$ cat src/rtl/scan_mux_n_if.sv
// Channel-selector bus: mode/select/scan controls and channel data in,
// registered selected data and scan status out.
interface scan_mux_n_if #(
  parameter int NCH     = 4,
  parameter int W       = 1,
  parameter int DWELL_W = 8
);
  localparam int SELW = $clog2(NCH);

  logic [1:0]         mode;
  logic [SELW-1:0]    sel_in;
  logic [DWELL_W-1:0] dwell;
  logic [NCH-1:0]     mask;
  logic [NCH*W-1:0]   din;
  logic [W-1:0]       dout;
  logic [SELW-1:0]    cur_sel;
  logic               wrap;

  modport master (
    output mode, sel_in, dwell, mask, din,
    input  dout, cur_sel, wrap
  );

  modport slave (
    input  mode, sel_in, dwell, mask, din,
    output dout, cur_sel, wrap
  );
endinterface

$ cat src/rtl/scan_mux_n.sv
// Parametrised N:1 channel selector with registered output.
// Modes: MANUAL select, AUTO round-robin scan with dwell time and skip mask,
// HOLD (freeze). cur_sel and dout always update together.
module scan_mux_n #(
  parameter int NCH     = 4,
  parameter int W       = 1,
  parameter int DWELL_W = 8
) (
  input logic         clk,
  input logic         rst,
  scan_mux_n_if.slave bus
);
  localparam int SELW = $clog2(NCH);
  localparam int unsigned NCH_U = NCH;

  typedef enum logic [1:0] {
    MODE_MANUAL = 2'b00,
    MODE_AUTO   = 2'b01,
    MODE_HOLD   = 2'b10,
    MODE_HOLD_R = 2'b11
  } mode_t;

  logic [SELW-1:0]    r_cur_sel;
  logic [W-1:0]       r_dout;
  logic               r_wrap;
  logic [DWELL_W-1:0] r_cnt;
  logic               r_was_auto;

  mode_t              w_mode;
  logic               w_sel_ok;
  logic [DWELL_W-1:0] w_eff;
  logic [DWELL_W-1:0] w_cnt_eff;
  logic               w_expire;
  logic               w_found;
  logic [SELW-1:0]    w_adv_sel;
  logic               w_adv_wrap;
  logic [SELW-1:0]    w_next_sel;
  logic [W-1:0]       w_mux;

  assign w_mode    = mode_t'(bus.mode);
  assign w_sel_ok  = ({1'b0, bus.sel_in} < (SELW+1)'(NCH));
  assign w_eff     = (bus.dwell == '0) ? DWELL_W'(1) : bus.dwell;
  // A counter left over from an earlier AUTO stint counts as zero on re-entry.
  assign w_cnt_eff = r_was_auto ? r_cnt : '0;
  assign w_expire  = (w_cnt_eff >= (w_eff - DWELL_W'(1)));

  // Circular search for the next enabled channel, starting at cur_sel+1.
  always_comb begin
    int unsigned idx;
    logic        bit_en;
    w_found    = 1'b0;
    w_adv_sel  = r_cur_sel;
    w_adv_wrap = 1'b0;
    idx        = 0;
    bit_en     = 1'b0;
    for (int unsigned k = 1; k <= NCH_U; k++) begin
      idx    = (32'(r_cur_sel) + k) % NCH_U;
      bit_en = 1'b0;
      for (int unsigned j = 0; j < NCH_U; j++) begin
        if (j == idx) bit_en = bus.mask[j];
      end
      if (!w_found && bit_en) begin
        w_found    = 1'b1;
        w_adv_sel  = SELW'(idx);
        w_adv_wrap = ((32'(r_cur_sel) + k) >= NCH_U);
      end
    end
  end

  // Channel that will drive dout after the coming edge.
  always_comb begin
    w_next_sel = r_cur_sel;
    case (w_mode)
      MODE_MANUAL: if (w_sel_ok) w_next_sel = bus.sel_in;
      MODE_AUTO:   if (w_expire && w_found) w_next_sel = w_adv_sel;
      default:     w_next_sel = r_cur_sel;
    endcase
  end

  // Data mux on the next selection so dout and cur_sel stay coherent.
  always_comb begin
    w_mux = '0;
    for (int unsigned k = 0; k < NCH_U; k++) begin
      if (SELW'(k) == w_next_sel) w_mux = bus.din[k*W +: W];
    end
  end

  // Selection, data, dwell counter and wrap pulse registers.
  always_ff @(posedge clk) begin
    if (rst) begin
      r_cur_sel  <= '0;
      r_dout     <= '0;
      r_wrap     <= 1'b0;
      r_cnt      <= '0;
      r_was_auto <= 1'b0;
    end else begin
      case (w_mode)
        MODE_MANUAL: begin
          r_cur_sel  <= w_next_sel;
          r_dout     <= w_mux;
          r_wrap     <= 1'b0;
          r_cnt      <= '0;
          r_was_auto <= 1'b0;
        end
        MODE_AUTO: begin
          r_cur_sel  <= w_next_sel;
          r_dout     <= w_mux;
          r_was_auto <= 1'b1;
          if (w_expire) begin
            r_cnt  <= '0;
            r_wrap <= w_found && w_adv_wrap;
          end else begin
            r_cnt  <= w_cnt_eff + DWELL_W'(1);
            r_wrap <= 1'b0;
          end
        end
        default: begin
          r_wrap     <= 1'b0;
          r_was_auto <= 1'b0;
        end
      endcase
    end
  end

  assign bus.dout    = r_dout;
  assign bus.cur_sel = r_cur_sel;
  assign bus.wrap    = r_wrap;
endmodule

$ cat src/flat_wrapper.sv
// flat-port wrapper written by rule: the top's interface ports become plain ports
module scan_mux_n_flat 
#(
  parameter int NCH     = 4,
  parameter int W       = 1,
  parameter int DWELL_W = 8
)
  (clk, rst, bus_mode, bus_sel_in, bus_dwell, bus_mask, bus_din, bus_dout, bus_cur_sel, bus_wrap);
  scan_mux_n_if #(.NCH(NCH), .W(W), .DWELL_W(DWELL_W)) bus_i ();
  input logic clk;
  input logic rst;
  input wire logic [$bits(bus_i.mode)-1:0] bus_mode;
  input wire logic [$bits(bus_i.sel_in)-1:0] bus_sel_in;
  input wire logic [$bits(bus_i.dwell)-1:0] bus_dwell;
  input wire logic [$bits(bus_i.mask)-1:0] bus_mask;
  input wire logic [$bits(bus_i.din)-1:0] bus_din;
  output wire logic [$bits(bus_i.dout)-1:0] bus_dout;
  output wire logic [$bits(bus_i.cur_sel)-1:0] bus_cur_sel;
  output wire logic [$bits(bus_i.wrap)-1:0] bus_wrap;
  assign bus_i.mode = bus_mode;
  assign bus_i.sel_in = bus_sel_in;
  assign bus_i.dwell = bus_dwell;
  assign bus_i.mask = bus_mask;
  assign bus_i.din = bus_din;
  assign bus_dout = bus_i.dout;
  assign bus_cur_sel = bus_i.cur_sel;
  assign bus_wrap = bus_i.wrap;
  scan_mux_n #(.NCH(NCH), .W(W), .DWELL_W(DWELL_W)) u_core (.clk(clk), .rst(rst), .bus(bus_i));
endmodule
$ cat config.mk
export PLATFORM = sky130hd
export DESIGN_NAME = scan_mux_n_flat
export DESIGN_NICKNAME = d
export VERILOG_FILES = /design/src/rtl/scan_mux_n_if.sv /design/src/rtl/scan_mux_n.sv /design/src/flat_wrapper.sv
export SDC_FILE = /design/constraint.sdc
export NUM_CORES = 1
export LEC_CHECK = 0
export CAP_MARGIN = 20
export CORE_MARGIN = 5
export CORE_UTILIZATION = 52
export CTS_CLUSTER_DIAMETER = 150
export CTS_CLUSTER_SIZE = 10
export DETAILED_ROUTE_END_ITERATION = 10
export GPL_ROUTABILITY_DRIVEN = 0
export PLACE_DENSITY_LB_ADDON = 0.2
export SETUP_SLACK_MARGIN = 0.5
export SLEW_MARGIN = 20
export SYNTH_ARGS = -nofsm -noshare
export SYNTH_HDL_FRONTEND = slang
export SYNTH_SLANG_ARGS = --single-unit
$ cat constraint.sdc
create_clock -name clk -period 6.2 [get_ports clk]
set_clock_uncertainty 0.2 [all_clocks]
set_input_delay 1.86 -clock clk [delete_from_list [all_inputs] [get_ports clk]]
set_output_delay 1.86 -clock clk [all_outputs]
set_load 0.02 [all_outputs]
# ---- After elaboration in Yosys (flattened, before gate mapping)
# Cells that the tools add are included.
dict set report classes {
  muxes 39
  n_eq_ne 16
  n_addsub 6
  shifts 0
  n_lt_le_gt_ge 5
  n_reduce_logical 18
  n_div 0
  bitwise 2
  n_mul 0
}
# cell count
set ops {}
lappend ops {{32-bit by 3-bit >= comparator with 1-bit output (second input constant)} 4}
lappend ops {{32-bit zero test} 4}
lappend ops {{1-bit 2-to-1 mux} 29}
lappend ops {{8-bit 2-to-1 mux} 3}
lappend ops {{2-bit equality test (first input constant)} 10}
lappend ops {{8-bit case mux with 2 select lines} 1}
lappend ops {{1-bit by 2-bit equality test with 1-bit output (first input constant)} 5}
lappend ops {{2-bit 2-to-1 mux} 5}
lappend ops {{8-bit by 1-bit adder with 8-bit output (second input constant)} 1}
lappend ops {{8-bit >= comparator} 1}
lappend ops {{8-bit zero test} 1}
lappend ops {{8-bit by 1-bit subtractor with 8-bit output (second input constant)} 1}
lappend ops {{2-bit by 2-bit adder with 3-bit output (second input constant)} 2}
lappend ops {{1-bit logical AND} 5}
lappend ops {{2-bit by 3-bit adder with 4-bit output (second input constant)} 1}
lappend ops {{2-bit zero test} 2}
lappend ops {{2-bit case mux with 2 select lines} 1}
lappend ops {{2-bit by 1-bit adder with 3-bit output (second input constant)} 1}
lappend ops {{1-bit zero test} 3}
lappend ops {{3-bit OR reduction} 1}
lappend ops {{2-bit by 1-bit equality test with 1-bit output (second input constant)} 1}
lappend ops {{1-bit NOT} 2}
lappend ops {{2-bit nonzero test} 1}
lappend ops {{2-bit OR reduction} 1}
dict set report word_totals {
  elab_cells 91
  in_bits 22
  latch_bits 0
  reg_bits 13
  mem_bits_rw 0
  mem_bits_ro 0
  output_inout_bits 4
  n_memories 0
}

# ---- Depth between registers and ports, before layout
dict set report depth {
  word_depth 24
  mapped_depth 17
  depth_no_buf 16
}

# ---- Least setup slack after synthesis
# OpenSTA, ideal clock, no wires.
dict set report synth_path {
  path_type {input -> register}
  start {input bus_dwell[3]}
  end {register u_core.r_cnt[4]}
  t_arrival_ns 4.696
  setup_ns 0.070
  setup_slack_ns 1.234
  stages 16
  path_buffers 1
  t_required_ns 5.930
  cell_sequence {or4_4 nor2_1 nor2_1 ha_1 inv_1 or3_2 xor2_1 ha_1 nand4_1 o221ai_1 a21oi_2 and2_1 buf_4 nand2_2 or3_1 a21oi_1}
}
dict set report synth_via {
  elab_chain_len 6
}
# item line
set synth_lines {}
lappend synth_lines {{from (decl)} flat_wrapper.sv:14} ;# input wire logic [$bits(bus_i.dwell)-1:0] bus_dwell;
lappend synth_lines {{8-bit zero test} scan_mux_n.sv:42} ;# assign w_eff = (bus.dwell == '0) ? DWELL_W'(1) : bus.dwell;
lappend synth_lines {{8-bit 2-to-1 mux *} scan_mux_n.sv:42}
lappend synth_lines {{8-bit by 1-bit subtractor with 8-bit output *} scan_mux_n.sv:45} ;# assign w_expire = (w_cnt_eff >= (w_eff - DWELL_W'(1)));
lappend synth_lines {{8-bit >= comparator *} scan_mux_n.sv:45}
lappend synth_lines {{8-bit 2-to-1 mux *} scan_mux_n.sv:109} ;# if (w_expire) begin
lappend synth_lines {{8-bit case mux with 2 select lines *} scan_mux_n.sv:97} ;# case (w_mode)
lappend synth_lines {{to (signal assigned)} scan_mux_n.sv:113} ;# r_cnt <= w_cnt_eff + DWELL_W'(1);
lappend synth_lines {{to (decl)} scan_mux_n.sv:26} ;# logic [DWELL_W-1:0] r_cnt;
# Every way passes the cells marked *; elsewhere a longest branch is shown, timed or not.
# A chain may end at the register's enable or synchronous reset.

# ---- Worst setup path in the final report
dict set report layout_path {
  start {input bus_dwell[2]}
  end {register u_core.r_dout (netlist: u_core.bus.dout)}
}
dict set report layout_via {
  elab_chain_len 12
  elab_cells_between_ends 15
  classes_between {add/sub (1); order compare (1); eq/ne (3); mux (7); reduce/logical (3)}
}
# item line
set layout_lines {}
lappend layout_lines {{8-bit zero test} scan_mux_n.sv:42}
lappend layout_lines {{8-bit 2-to-1 mux *} scan_mux_n.sv:42}
lappend layout_lines {{8-bit by 1-bit subtractor with 8-bit output *} scan_mux_n.sv:45}
lappend layout_lines {{8-bit >= comparator *} scan_mux_n.sv:45}
lappend layout_lines {{1-bit logical AND *} scan_mux_n.sv:75} ;# MODE_AUTO: if (w_expire && w_found) w_next_sel = w_adv_sel;
lappend layout_lines {{2-bit 2-to-1 mux *} scan_mux_n.sv:75}
lappend layout_lines {{2-bit case mux with 2 select lines *} scan_mux_n.sv:73} ;# case (w_mode)
lappend layout_lines {{2-bit zero test} scan_mux_n.sv:84} ;# if (SELW'(k) == w_next_sel) w_mux = bus.din[k*W +: W];
lappend layout_lines {{1-bit 2-to-1 mux (3 in series)} scan_mux_n.sv:84}
lappend layout_lines {{1-bit 2-to-1 mux *} scan_mux_n.sv:84}
lappend layout_lines {{to (signal assigned)} scan_mux_n.sv:100} ;# r_dout <= w_mux;
lappend layout_lines {{to (signal assigned)} scan_mux_n.sv:107} ;# r_dout <= w_mux;
lappend layout_lines {{to (decl)} scan_mux_n.sv:24} ;# logic [W-1:0] r_dout;
# Marks and branches as above.

==> impl_results.md <==
* Post-synthesis compound-gate area fraction at between 20% and 30%
* Worst-margin pin slew at around 680 ps
* Max-slew violation count at 0
* Via count at 1,393
* Worst relative slew slack at between 50% and 60%
* Sequential element share of the synthesized area at a little under a fifth
* Leak at about 0.68 nW
* Post-detailed-route count of antenna-violating nets at 0
* Cells after Synth at 182
* CP Class: in2reg
* Placed Area at 1668 um2
* TritonCTS Sinks at 13
* Multi-input gate area at 1087 um2
* DRC violations left at 0
* Starting Density at a little under three fifths
* Number of flops mapped to enable cells by yosys at 0
* # diodes at 0
* Synth Warn # at 0
* Post-synthesis mux area share at under 10%
* Netlist cell types at 49
* Total power at approximately 0.21 mW
* Final wirelength at 3343 um
* Async SR Flop Fraction at 0%
* Initial antenna violation count at 0
* Filler cells at 221
* Synthesized area per cell at between 7 and 8 um2
* Synth Cell Area at approximately 1400 um2
* Gr usage total at a little under a fifth
* Switching part of the total at 32.22%
* Clock Path Buffers at 2
* # IOs at 26
* RSZ-0062 raised after global routing: false
* Vias per cell at approximately 5.9
* Final Cell Area at between 1500 and 2000 um2
* WP data arrival at 5520 ps
* Synth Area in XOR/XNOR at 3.723%
* Worst Setup End Kind: register
* Clock share of power at ~25%
* Combinational share of power at around a third
* H-tree Lvls at 1
* Fmax achieved at 0.1817 GHz
* Clk_lat worst skew at approximately 280 ps
* Hold Crit Start: u_core.r_cnt[5]
* Largest net degree at the start of global routing at 22
* Core Area at 2545 um2
* Final worst path period share at 88.75%
* Final hold vios at 0
* DR iter-0 viols at ~100
* P_int at 0.1434 mW
* MaxCap Viol Count at 0
* Drt first pass iters at 4
* Worst Path Required at 6220 ps
* RR Startpoint: u_core.bus.cur_sel[0]
* Overflow after GRT at 0
* Highest-count cells in the layout ignoring fill and taps: clkdlybuf4s50_1 (25), nor2_1 (16), nand2_1 (16)
* Layout cells sized above 1 at 9.709%
* PwrDens at 124.2 nW/um2
* Worst r2r path cells at 9
* DIE WIDTH at between 60 and 70 um
* Row cnt at 18
* Vias in the first global route at 1,318
* Nets at between 200 and 250
* Primary FF master, synth: dfxtp_1
* Post-route minimum period at approximately 5500 ps
* Seq pwr share at 41.7%
* CTS tree: yes
* FF+latch area at roughly 260 um2
* Die ar. at 3856 um2
* Num CTS Buffers at 3
* Worst VDD drop at 140.1 uV
* Crit path launch: bus_dwell[2]
* Root Buffer: clkbuf_4
* First-pass GRT wire length at 5540 um
* Final TNS setup at 0 ps
* Most common cell after layout, fill and taps aside: clkdlybuf4s50_1
* Wire per inst at 14.17 um
* Dpl hpwl at 2559 um
* Syn Nets at 219
* HP Class: reg2reg
* Clock transition at path regs at 80 ps
* Flops & latches, synth at 13
* Largest family of logic cells by synthesized area: simple AND/OR/NAND/NOR gates
* # port buffers at 25
* Hold depth at 2
* Simple-gate share of the synthesized area at between 20% and 30%
* Status: finished clean
* Sw power at 0.06818 mW
* Area Overhead vs Synth at 20.74%
* Post-Synth Adder-Cell Area at 13.30%
* Die Ht at 62.10 um
* Crit Path Max Fanout at 5
* Crit start category: input port
* Final setup vio count at 0
area by class of cell:
type,count,share of cell area [%]
sequential,13,15.27
multi-input combinational,154,63.80
clock buffer,3,1.322
tap,30,2.203
inverter,9,1.982
clock inverter,1,0.2937
timing repair buffer,26,15.12
power by group through the flow:
| stage | Clock, mW | Sequential (mW) | Combinational (mW) |
|---|---|---|---|
| after floorplan | 0 | 0.0903 | 0.0427 |
| after global routing | 0.0595 | 0.0885 | 0.0768 |
| after detailed placement | 0 | 0.0900 | 0.0698 |
| final | 0.0527 | 0.0881 | 0.0707 |
| after CTS | 0.0545 | 0.0881 | 0.0704 |
| after global placement | 0 | 0.0898 | 0.0677 |
registers in the layout, summed over array words and instances, names as in the netlist:
name                cells
u_core.r_cnt            8
u_core.bus.dout         1
u_core.r_was_auto       1
u_core.bus.cur_sel      2
u_core.bus.wrap         1
kinds of logic after synthesis:
group | Yosys count
AOI/OAI and AO/OA | 53
adders and majority gates | 15
buffers and inverters | 15
and+or+nand+nor | 75
muxes | 5
xor gates and xnor gates | 6
DFF | 13
what timing repair did:
action / CTS / global route
endpoints found under the setup margin: 0 / 3
endpoints found under the hold margin: 0 / 0
setup buffers: 0 / 1
hold buffers: 0 / 0
gates resized for setup: 0 / 1
per-layer routing:
layer	up-vias	global-route usage (%)	share of wire, %	routed length (um)
met5	-	0	0	0
met4	0	3.636	0.33	11
met3	2	4.545	7.7	259
met2	46	32.10	47	1568
met1	634	23.54	45	1503
li1	711	-	-	-
per-stage QoR:
| step | std cells | hold WS (ps) | setup slack, ps | utilization (%) |
|---|---|---|---|---|
| floorplan | 182 | 244.7 | 1234 | - |
| global placement | 231 | 260.8 | 541.1 | 65.54 |
| detailed placement | 231 | 272.2 | 348.9 | 65.54 |
| CTS | 235 | 286.3 | 620.1 | 66.62 |
| global route | 236 | 316.3 | 522.7 | 66.96 |
| finish | 236 | 283.7 | 697.4 | 66.96 |
worst max-delay path, cell delays in order:
cell	delay [ps]
clkdlybuf4s50_1	500
or4_4	590
nor2_1	200
nor2_1	80
ha_1	210
inv_1	80
or3_2	110
xor2_1	160
ha_1	250
nand4_1	110
o221ai_1	150
a21oi_2	180
buf_4	170
a31oi_4	40
o31ai_1	260
a21oi_2	110
mux2_4	320
o2bb2ai_2	130
cell usage after synthesis, types with 2 or more instances:
| master | count | area share [%] |
|---|---|---|
| nand2_1 | 16 | 4.3 |
| nor2_1 | 16 | 4.3 |
| ha_1 | 15 | 13 |
| a21oi_1 | 14 | 5.0 |
| dfxtp_1 | 13 | 18 |
| a211oi_1 | 9 | 4.8 |
| inv_1 | 9 | 2.4 |
| and2_1 | 7 | 3.1 |
| and3_1 | 6 | 2.7 |
| o21ai_1 | 6 | 2.1 |
| nand3b_1 | 5 | 2.7 |
| nand3_1 | 4 | 1.4 |
| nor3_1 | 4 | 1.4 |
| o21ai_0 | 4 | 1.4 |
| xnor2_1 | 4 | 2.5 |
| a22oi_1 | 3 | 1.6 |
| clkbuf_1 | 3 | 0.80 |
| mux2i_1 | 3 | 2.1 |
| or3_1 | 3 | 1.3 |
| a21oi_2 | 2 | 1.2 |
| a31oi_1 | 2 | 0.89 |
| buf_4 | 2 | 1.1 |
| nor2b_1 | 2 | 0.89 |
| nor3b_1 | 2 | 1.1 |
| o211ai_1 | 2 | 1.1 |
| o31ai_1 | 2 | 1.1 |
| xor2_1 | 2 | 1.2 |
worst paths after layout:
path	slack, ps	to
setup / recovery	700	u_core.bus.dout
hold / removal	280	u_core.r_cnt[5]
setup reg to reg	3220	u_core.bus.dout
hold reg to reg	280	u_core.r_cnt[5]
Note: power is estimated with default switching activity, not from simulation.
